**config.mk**
```make
export PLATFORM = sky130hd
export DESIGN_NAME = uart_rx_frame
export DESIGN_NICKNAME = d
export VERILOG_FILES = /design/src/rtl/uart_rx_frame.sv
export SDC_FILE = /design/constraint.sdc
export NUM_CORES = 1
export LEC_CHECK = 0
export BUFFER_PORTS_ARGS = -buffer_cell sky130_fd_sc_hd__buf_4
export CORE_MARGIN = 2
export CORE_UTILIZATION = 44
export CTS_CLUSTER_SIZE = 10
export DETAILED_ROUTE_END_ITERATION = 12
export SLEW_MARGIN = 20
export SYNTH_ARGS = -nofsm -noshare
export SYNTH_HDL_FRONTEND = slang
export SYNTH_SLANG_ARGS = --single-unit
```
**constraint.sdc**
```tcl
create_clock -name clk -period 2.1 [get_ports clk]
set_clock_uncertainty 0.1 [all_clocks]
set_input_delay 0.315 -clock clk [delete_from_list [all_inputs] [get_ports clk]]
set_output_delay 0.315 -clock clk [all_outputs]
set_load 0.02 [all_outputs]
```
**src/rtl/uart_rx_frame.sv**
```systemverilog
// uart_rx_frame: 8N1 UART receiver with a 2-flop input synchronizer.
// Each bit is a 3-sample majority vote; a bad stop bit drops the byte.
module uart_rx_frame #(
    parameter int unsigned CLKS_PER_BIT = 434
) (
    input  logic       clk,
    input  logic       rst,
    input  logic       rx,
    output logic [7:0] rout,
    output logic       rout_en,
    output logic       frame_err,
    output logic       rx_busy
);

    typedef enum logic [2:0] {
        IDLE,
        START,
        DATA,
        STOP,
        BREAK
    } state_t;

    localparam logic [15:0] LAST  = 16'(CLKS_PER_BIT - 1);
    localparam logic [15:0] HALF  = 16'(CLKS_PER_BIT / 2);
    localparam logic [15:0] SMP_A = HALF - 16'd1;
    localparam logic [15:0] SMP_C = HALF + 16'd1;

    state_t      state, state_nxt;
    logic        rx_m, rx_s;
    logic [15:0] cnt, cnt_nxt;
    logic [2:0]  bit_idx, bit_idx_nxt;
    logic [7:0]  shreg, shreg_nxt;
    logic        smp_a, smp_a_nxt;
    logic        smp_b, smp_b_nxt;
    logic [7:0]  rout_nxt;
    logic        rout_en_nxt;
    logic        frame_err_nxt;
    logic        maj;
    logic        dec;
    logic        wrap;

    always_ff @(posedge clk or posedge rst) begin
        if (rst) begin
            rx_m <= 1'b1;
            rx_s <= 1'b1;
        end else begin
            rx_m <= rx;
            rx_s <= rx_m;
        end
    end

    always_ff @(posedge clk or posedge rst) begin
        if (rst) begin
            state     <= IDLE;
            cnt       <= 16'd0;
            bit_idx   <= 3'd0;
            shreg     <= 8'h00;
            smp_a     <= 1'b1;
            smp_b     <= 1'b1;
            rout      <= 8'h00;
            rout_en   <= 1'b0;
            frame_err <= 1'b0;
        end else begin
            state     <= state_nxt;
            cnt       <= cnt_nxt;
            bit_idx   <= bit_idx_nxt;
            shreg     <= shreg_nxt;
            smp_a     <= smp_a_nxt;
            smp_b     <= smp_b_nxt;
            rout      <= rout_nxt;
            rout_en   <= rout_en_nxt;
            frame_err <= frame_err_nxt;
        end
    end

    // The third vote is the live sample taken at the decision point.
    assign maj  = (smp_a & smp_b) | (smp_a & rx_s) | (smp_b & rx_s);
    assign dec  = (cnt == SMP_C);
    assign wrap = (cnt == LAST);

    always_comb begin
        state_nxt     = state;
        cnt_nxt       = cnt;
        bit_idx_nxt   = bit_idx;
        shreg_nxt     = shreg;
        smp_a_nxt     = smp_a;
        smp_b_nxt     = smp_b;
        rout_nxt      = rout;
        rout_en_nxt   = 1'b0;
        frame_err_nxt = 1'b0;

        if (state == START || state == DATA || state == STOP) begin
            cnt_nxt = wrap ? 16'd0 : cnt + 16'd1;
            if (cnt == SMP_A) smp_a_nxt = rx_s;
            if (cnt == HALF)  smp_b_nxt = rx_s;
        end

        unique case (state)
            IDLE: begin
                cnt_nxt     = 16'd0;
                bit_idx_nxt = 3'd0;
                if (!rx_s) state_nxt = START;
            end
            START: begin
                if (dec && maj) begin
                    state_nxt = IDLE;
                    cnt_nxt   = 16'd0;
                end else if (wrap) begin
                    state_nxt   = DATA;
                    bit_idx_nxt = 3'd0;
                end
            end
            DATA: begin
                if (dec) shreg_nxt = {maj, shreg[7:1]};
                if (wrap) begin
                    if (bit_idx == 3'd7) state_nxt = STOP;
                    else bit_idx_nxt = bit_idx + 3'd1;
                end
            end
            STOP: begin
                // Leave at mid-stop so a back-to-back start edge is caught.
                if (dec) begin
                    cnt_nxt = 16'd0;
                    if (maj) begin
                        rout_nxt    = shreg;
                        rout_en_nxt = 1'b1;
                        state_nxt   = IDLE;
                    end else begin
                        frame_err_nxt = 1'b1;
                        state_nxt     = BREAK;
                    end
                end
            end
            BREAK: begin
                cnt_nxt = 16'd0;
                if (rx_s) state_nxt = IDLE;
            end
            default: begin
                state_nxt = IDLE;
                cnt_nxt   = 16'd0;
            end
        endcase
    end

    assign rx_busy = (state != IDLE);

endmodule

```
==> key figures, run 1 <==
Status
  – Status: finished clean

Yosys
  – Most used DFF post-synth: dfrtp_1
  – Post-Syn Area per Cell: 11.2 um2
  – Post-synthesis cell area: 2070 um2
  – Ys async rst share: 1.00
  – Ys Warns: 0
  – Netlist cell types: 37
  – Yosys reg bits: 44
  – Sequential share of the synthesized area: 0.535
  – Post-Syn Nets: 194
  – Number of synthesized flops with an enable pin: 0
  – Mapped Cells: 185

Global routing
  – Met2 Track Usage GR: 0.280
  – GR Layer Usage met3: 0.0458
  – Vias in the first global route: 1521
  – Global route overflow: 0
  – Gr busiest metal: met2
  – Pin count of the biggest net entering global routing: 45
  – M1 GR Usage: 0.212
  – First-pass GRT wire length: 6910 um
  – Antenna violations before repair: 0
  – GRT Overall Usage: 0.170

Layout
  – # diodes: 0
  – Final Util: 0.568
  – Reg area: 1110 um2
  – Final net count: 230
  – Layout cell share with drive strength beyond 1: 0.360
  – Finished Layout Cells: 274
  – Filler cells: 396
  – P&R area growth vs syn: 22.0%
  – Area occupied by multi-input gates: 941 um2
  – Design Area, Final: 2520 um2

Floorplanning
  – Initial Utilization: 0.465
  – Io pins: 14
  – Core area: 4440 um2
  – Die area: 5260 um2
  – Die width: 72.6 um
  – FP Rows: 24
  – Die Ht: 72.6 um

Setup path
  – Worst r2r src: cnt[11]
  – Reg2Reg Setup Slack: 0.04 ns
  – Reg-to-reg endpoint: shreg[5]
  – Critical Path Start Type: flip-flop
  – Worst Path Max Fanout: 9
  – Worst path required time: 2.18 ns
  – Crit path kind: reg2reg
  – Crit end category: flip-flop
  – Reg2Reg Depth: 6
  – CP arrival: 2.14 ns

Timing
  – Hold WS: 0.0196 ns
  – Maximum clock rate: 485 MHz
  – Setup TNS: 0 ns
  – RSZ-0062 raised after global routing: yes
  – Tmin final: 2.06 ns
  – Final setup viols: 0
  – Slew @ Worst Pin: 0.573 ns
  – Hold Fails Final Rpt: 0
  – Setup WS post-layout: 0.0375 ns
  – Max-slew violation count: 0
  – Period utilization: 0.982
  – Max transition margin: 0.615

Pwr
  – Pleak: 1.18 nW
  – Total power: 1.41 mW
  – Cell Pwr Density: 561 nW/um2
  – Peak VDD IR: 207 uV

Worst hold path
  – Hold path endpoint: rx_m
  – Hold path start: rx
  – Worst min path class: in2reg
  – Hold path depth: 1

Placed design
  – GPL Wtd Cong: 0.846
  – DP HPWL: 2790 um
  – Dpl ws: -0.0277 ns
  – Placed cells: 263
  – PortBufs: 13
  – DP Area: 2360 um2

Job
  – Max-Cap Viols: 0

CTS
  – CTS buffer count: 5
  – Clock root buffer: clkbuf_8
  – TritonCTS clock tree: done
  – Htree depth: 2
  – CTS Sinks: 44
  – Reg clk slew, reported paths: 0.08 ns
  – Clock Latency Late Sink: 0.30 ns
  – Deepest clock path buffer count: 2

Drt
  – DR pass1 iterations: 4
  – Drt drc: 0
  – WL final: 3940 um
  – 1st-iter DRT viols: 101
  – Post-route ant nets: 0
  – Via/cell ratio: 5.32
  – Via count: 1459
  – Wirelength per Cell: 14.4 um
-- power breakdown --
| group | switching [mW] | internal (mW) | total [mW] |
|---|---|---|---|
| Combinational | 0.0168 | 0.00389 | 0.0207 |
| Sequential | 0.00121 | 0.850 | 0.851 |
| Clock | 0.280 | 0.262 | 0.543 |
-- per-layer routing --
layer,part of all wire,wire (um)
met5,0,0
met4,0.019,75
met3,0.029,114
met2,0.50,1970
met1,0.45,1780
-- worst max-delay path, stage by stage, from the launching register on --
cell	delay, ns
dfrtp_2	0.45
nor4_4	0.28
buf_4	0.16
nand3_1	0.09
or4_4	0.43
buf_6	0.16
mux2_2	0.27
-- Yosys cell counts, drive strengths merged, types with 2 or more instances --
| library cell | n | area, um2 |
|---|---|---|
| a21oi | 2 | 10.0 |
| a311oi | 2 | 17.5 |
| a32o | 2 | 20.0 |
| and3 | 5 | 31.3 |
| buf | 3 | 15.0 |
| clkbuf | 3 | 11.3 |
| dfrtp | 40 | 1000 |
| dfstp | 4 | 105 |
| ha | 6 | 75.1 |
| inv | 10 | 37.5 |
| mux2 | 18 | 203 |
| nand2 | 5 | 18.8 |
| nand3 | 15 | 75.1 |
| nand4 | 2 | 12.5 |
| nor2 | 26 | 97.6 |
| nor3 | 3 | 15.0 |
| nor4 | 5 | 46.3 |
| o21ai | 3 | 15.0 |
| or3 | 2 | 12.5 |
| or4 | 2 | 15.0 |
| xnor2 | 8 | 70.1 |
| xor2 | 6 | 52.6 |
-- cells by family after synthesis --
kind of cell | synth area share
AOI/OAI and AO/OA | 0.0460
xor gates and xnor gates | 0.0593
adders and majority gates | 0.0411
buffers and inverters | 0.0309
DFF | 0.535
muxes | 0.0980
and+or+nand+nor | 0.190
-- layout by cell type (no fill, tap or decap), drive strengths merged, types with 4 or more instances in the layout --
cell type and instances:
ha 6, nor4 5, mux2 18, inv 10, xor2 6, xnor2 8
nor2 26, nand3 15, nand2 5, dfstp 4, dfrtp 40, clkbuf 6
buf 35, and3 5
-- how the worst max path moves through the flow --
stage	startpoint	endpoint	slack (ns)
after floorplan	cnt[1]	bit_idx[0]	0.1
after global placement	cnt[15]	rout[7]	0.05
after detailed placement	cnt[15]	rout[1]	-0.03
after CTS	cnt[1]	bit_idx[0]	0.07
after global routing	cnt[11]	shreg[6]	-0.03
final	cnt[11]	shreg[5]	0.04
-- area by class of cell --
cell class | count | area share
Sequential cell | 44 | 0.439
Multi-Input combinational cell | 125 | 0.373
Timing Repair Buffer | 35 | 0.111
Clock buffer | 6 | 0.0327
Tap cell | 52 | 0.0258
Inverter | 10 | 0.0149
Clock inverter | 2 | 0.00397
-- registers in the layout, indices dropped and copies added, names as in the netlist --
register / cells
smp_b: 1
rx_s: 1
smp_a: 1
frame_err: 1
shreg: 8
state: 3
rx_m: 1
bit_idx: 3
cnt: 16
rout: 8
rout_en: 1
-- timing repair --
item | CTS | global route
gates resized for setup | 1 | 11
endpoints found under the setup margin | 8 | 11
pin swaps | 0 | 5
setup buffers | 0 | 3
hold buffers | 0 | 0
(Power assumes the default switching activity.)
==> run 2, diff against run 1 <==
ABC_CLOCK_PERIOD_IN_PS = 2100   (was default)
CORE_MARGIN = default   (was 2)
CORE_UTILIZATION = 53   (was 44)
PLACE_DENSITY = 0.74   (was default)
==> key figures, run 2 (synthesized netlist as in run 1, its figures left out) <==
Status
  – Status: finished clean

Pwr
  – Clock power frac: 0.424 (+0.040)
  – Pleak: 1.15 nW (-2.3%)
  – Switch share: 0.204 (-0.00699)
  – Cell Pwr Density: 615 nW/um2 (+9.6%)
  – Total power: 1.52 mW (+7.1%)
  – Seq pwr share: 0.562 (-0.040)
  – Power Internal: 1.21 mW (+8.0%)
  – Peak VDD IR: 443 uV (+110%)
  – Comb power frac: 0.014 (about the same)
  – Psw: 0.309 mW (+3.5%)

Placed design
  – PortBufs: 13 (unchanged)
  – DP HPWL: 2810 um (+0.65%)
  – GPL Wtd Cong: 0.825 (-2.5%)
  – Placed cells: 256 (-2.7%)
  – DP Area: 2330 um2 (-1.2%)

Timing
  – Period utilization: 0.953 (-0.0295)
  – Setup TNS: 0 ns (unchanged)
  – Slew @ Worst Pin: 0.555 ns (-0.0178 ns)
  – Maximum clock rate: 500 MHz (+3.1%)
  – Tmin final: 2.00 ns (-0.0619 ns)
  – Max transition margin: 0.627 (+0.0120)
  – Final setup viols: 0 (unchanged)
  – Max-slew violation count: 0 (unchanged)
  – Hold Fails Final Rpt: 0 (unchanged)
  – Hold WS: 0.0253 ns (+0.00570 ns)

Layout
  – Final net count: 224 (-2.6%)
  – Biggest regs: cnt: 16 flops, rout: 8 flops, shreg: 8 flops
  – P&R area growth vs syn: 19.2%
  – Max FFs per register: 16 (unchanged)
  – Finished Layout Cells: 264 (-3.6%)
  – Layout cell share with drive strength beyond 1: 0.319 (-0.0409)
  – Top reg by flops: cnt
  – Commonest non-fill, non-tap cell in the layout: dfrtp_1
  – Most frequent cells in the layout: dfrtp_1, buf_4, nor2_1
  – # diodes: 0 (unchanged)
  – Design Area, Final: 2460 um2 (-2.3%)

Floorplanning
  – Initial Utilization: 0.561 (+0.0953)
  – Die width: 64.5 um (-11%)
  – Die area: 4160 um2 (-21%)
  – Io pins: 14 (unchanged)
  – FP Rows: 22 (-8.3%)
  – Die Ht: 64.5 um (-11%)
  – Core area: 3690 um2 (-17%)

Job
  – Max-Cap Viols: 0 (unchanged)

CTS
  – Clock Latency Late Sink: 0.30 ns (about the same)
  – Htree depth: 2 (unchanged)
  – TritonCTS clock tree: done
  – Deepest clock path buffer count: 2 (unchanged)
  – Reg clk slew, reported paths: 0.08 ns (about the same)
  – Clock root buffer: clkbuf_8
  – CTS buffer count: 5 (unchanged)
  – CTS Sinks: 44 (unchanged)
  – Hold-fix buffers, CTS: 0 (unchanged)
  – Post-CTS Setup Inserts: 0 (unchanged)

Setup path
  – Critical Path Start Type: flip-flop
  – Worst path max stage delay: 0.43 ns (-0.02 ns)
  – Worst path required time: 2.18 ns (about the same)
  – CP arrival: 2.08 ns (-0.06 ns)
  – CP cell instances: nor4_4, and3_1, nand3_1, or3_4, mux2_2
  – Worst Path Max Fanout: 8 (-1)
  – Crit path kind: reg2reg
  – Crit end category: flip-flop
  – CP max-delay cell: dfrtp_1
  – Reg2Reg Depth: 5 (-1)

Drt
  – Drt drc: 0 (unchanged)
  – Post-route ant nets: 0 (unchanged)
  – 1st-iter DRT viols: 53 (-48%)
  – Via/cell ratio: 5.46 (+2.6%)
  – WL final: 3830 um (-2.7%)
  – DR pass1 iterations: 4 (unchanged)
  – Wirelength per Cell: 14.5 um (+0.94%)
  – Via count: 1442 (-1.2%)

Global routing
  – GRT Overall Usage: 0.214 (+0.0447)
  – Global route overflow: 0 (unchanged)
  – Antenna violations before repair: 0 (unchanged)
  – Vias in the first global route: 1517 (-0.26%)
  – First-pass GRT wire length: 6750 um (-2.4%)
  – Pin count of the biggest net entering global routing: 45 (unchanged)

Worst hold path
  – Worst min path class: in2reg
  – Hold path depth: 1 (unchanged)
## run 2: cell types whose count changed in the layout (fill, tap and decap cells not counted), sizes merged
| cell | change |
|---|---|
| bufinv | +1 |
| clkbuf | -1 |
| clkinvlp | +1 |
| clkinv | -1 |
| buf | -6 |
## run 2: worst max-delay path, delay by kind of cell, from the launching register on
family / cells / cell delay (ns)
simple gates: 4 / 1.06
flops: 1 / 0.43
mux: 1 / 0.30
## run 2: power groups by stage
stage	Combinational, mW	Clock (mW)	Sequential [mW]
after CTS	0.0221	0.657	0.851
after floorplan	0.0130	0	0.868
after detailed placement	0.0221	0	0.868
final	0.0207	0.643	0.851
after global routing	0.0251	0.691	0.852
after global placement	0.0208	0	0.868
## run 2: repair_timing
action                     CTS  global route
pin swaps                    0             1
resized for setup            1             4
setup endpoints to repair    5            10
## run 2: path summary, 6_finish.rpt
kind,from,endpoint,slack [ns]
worst max-delay path,cnt[15],rout[7],0.1
worst min-delay path,rx,rx_m,0.03
worst max register to register,cnt[15],rout[7],0.1
worst min register to register,rx_m,rx_s,0.26
max in group asynchronous,rst,smp_a,1.46
min in group asynchronous,rst,rout[0],0.06
## run 2: cell type report
type,count,area (um2)
fillers,303,1220
flip-flops and latches,44,1110
well taps,48,60.1
repair buffers,29,230
clock inverters,3,42.5
inverters,10,37.5
multi-input cells,125,920
clock buffers,5,68.8
## run 2: metal layers
metal  global-route usage  vias to the layer above  part of all wire
li1                     -                      703                 -
met1                0.258                      706              0.46
met2                0.367                       25              0.50
met3               0.0616                        8             0.033
met4               0.0722                        0             0.014
met5                    0                        -                 0
## run 2: per-stage QoR
step / worst slack [ns] / utilization
6_report: 0.0994 / 0.668
5_1_grt: -0.0102 / 0.668
4_1_cts: 0.00544 / 0.664
3_5_place_dp: -0.00366 / 0.632
3_3_place_gp: 0.0626 / 0.632
2_1_floorplan: 0.0972 / -
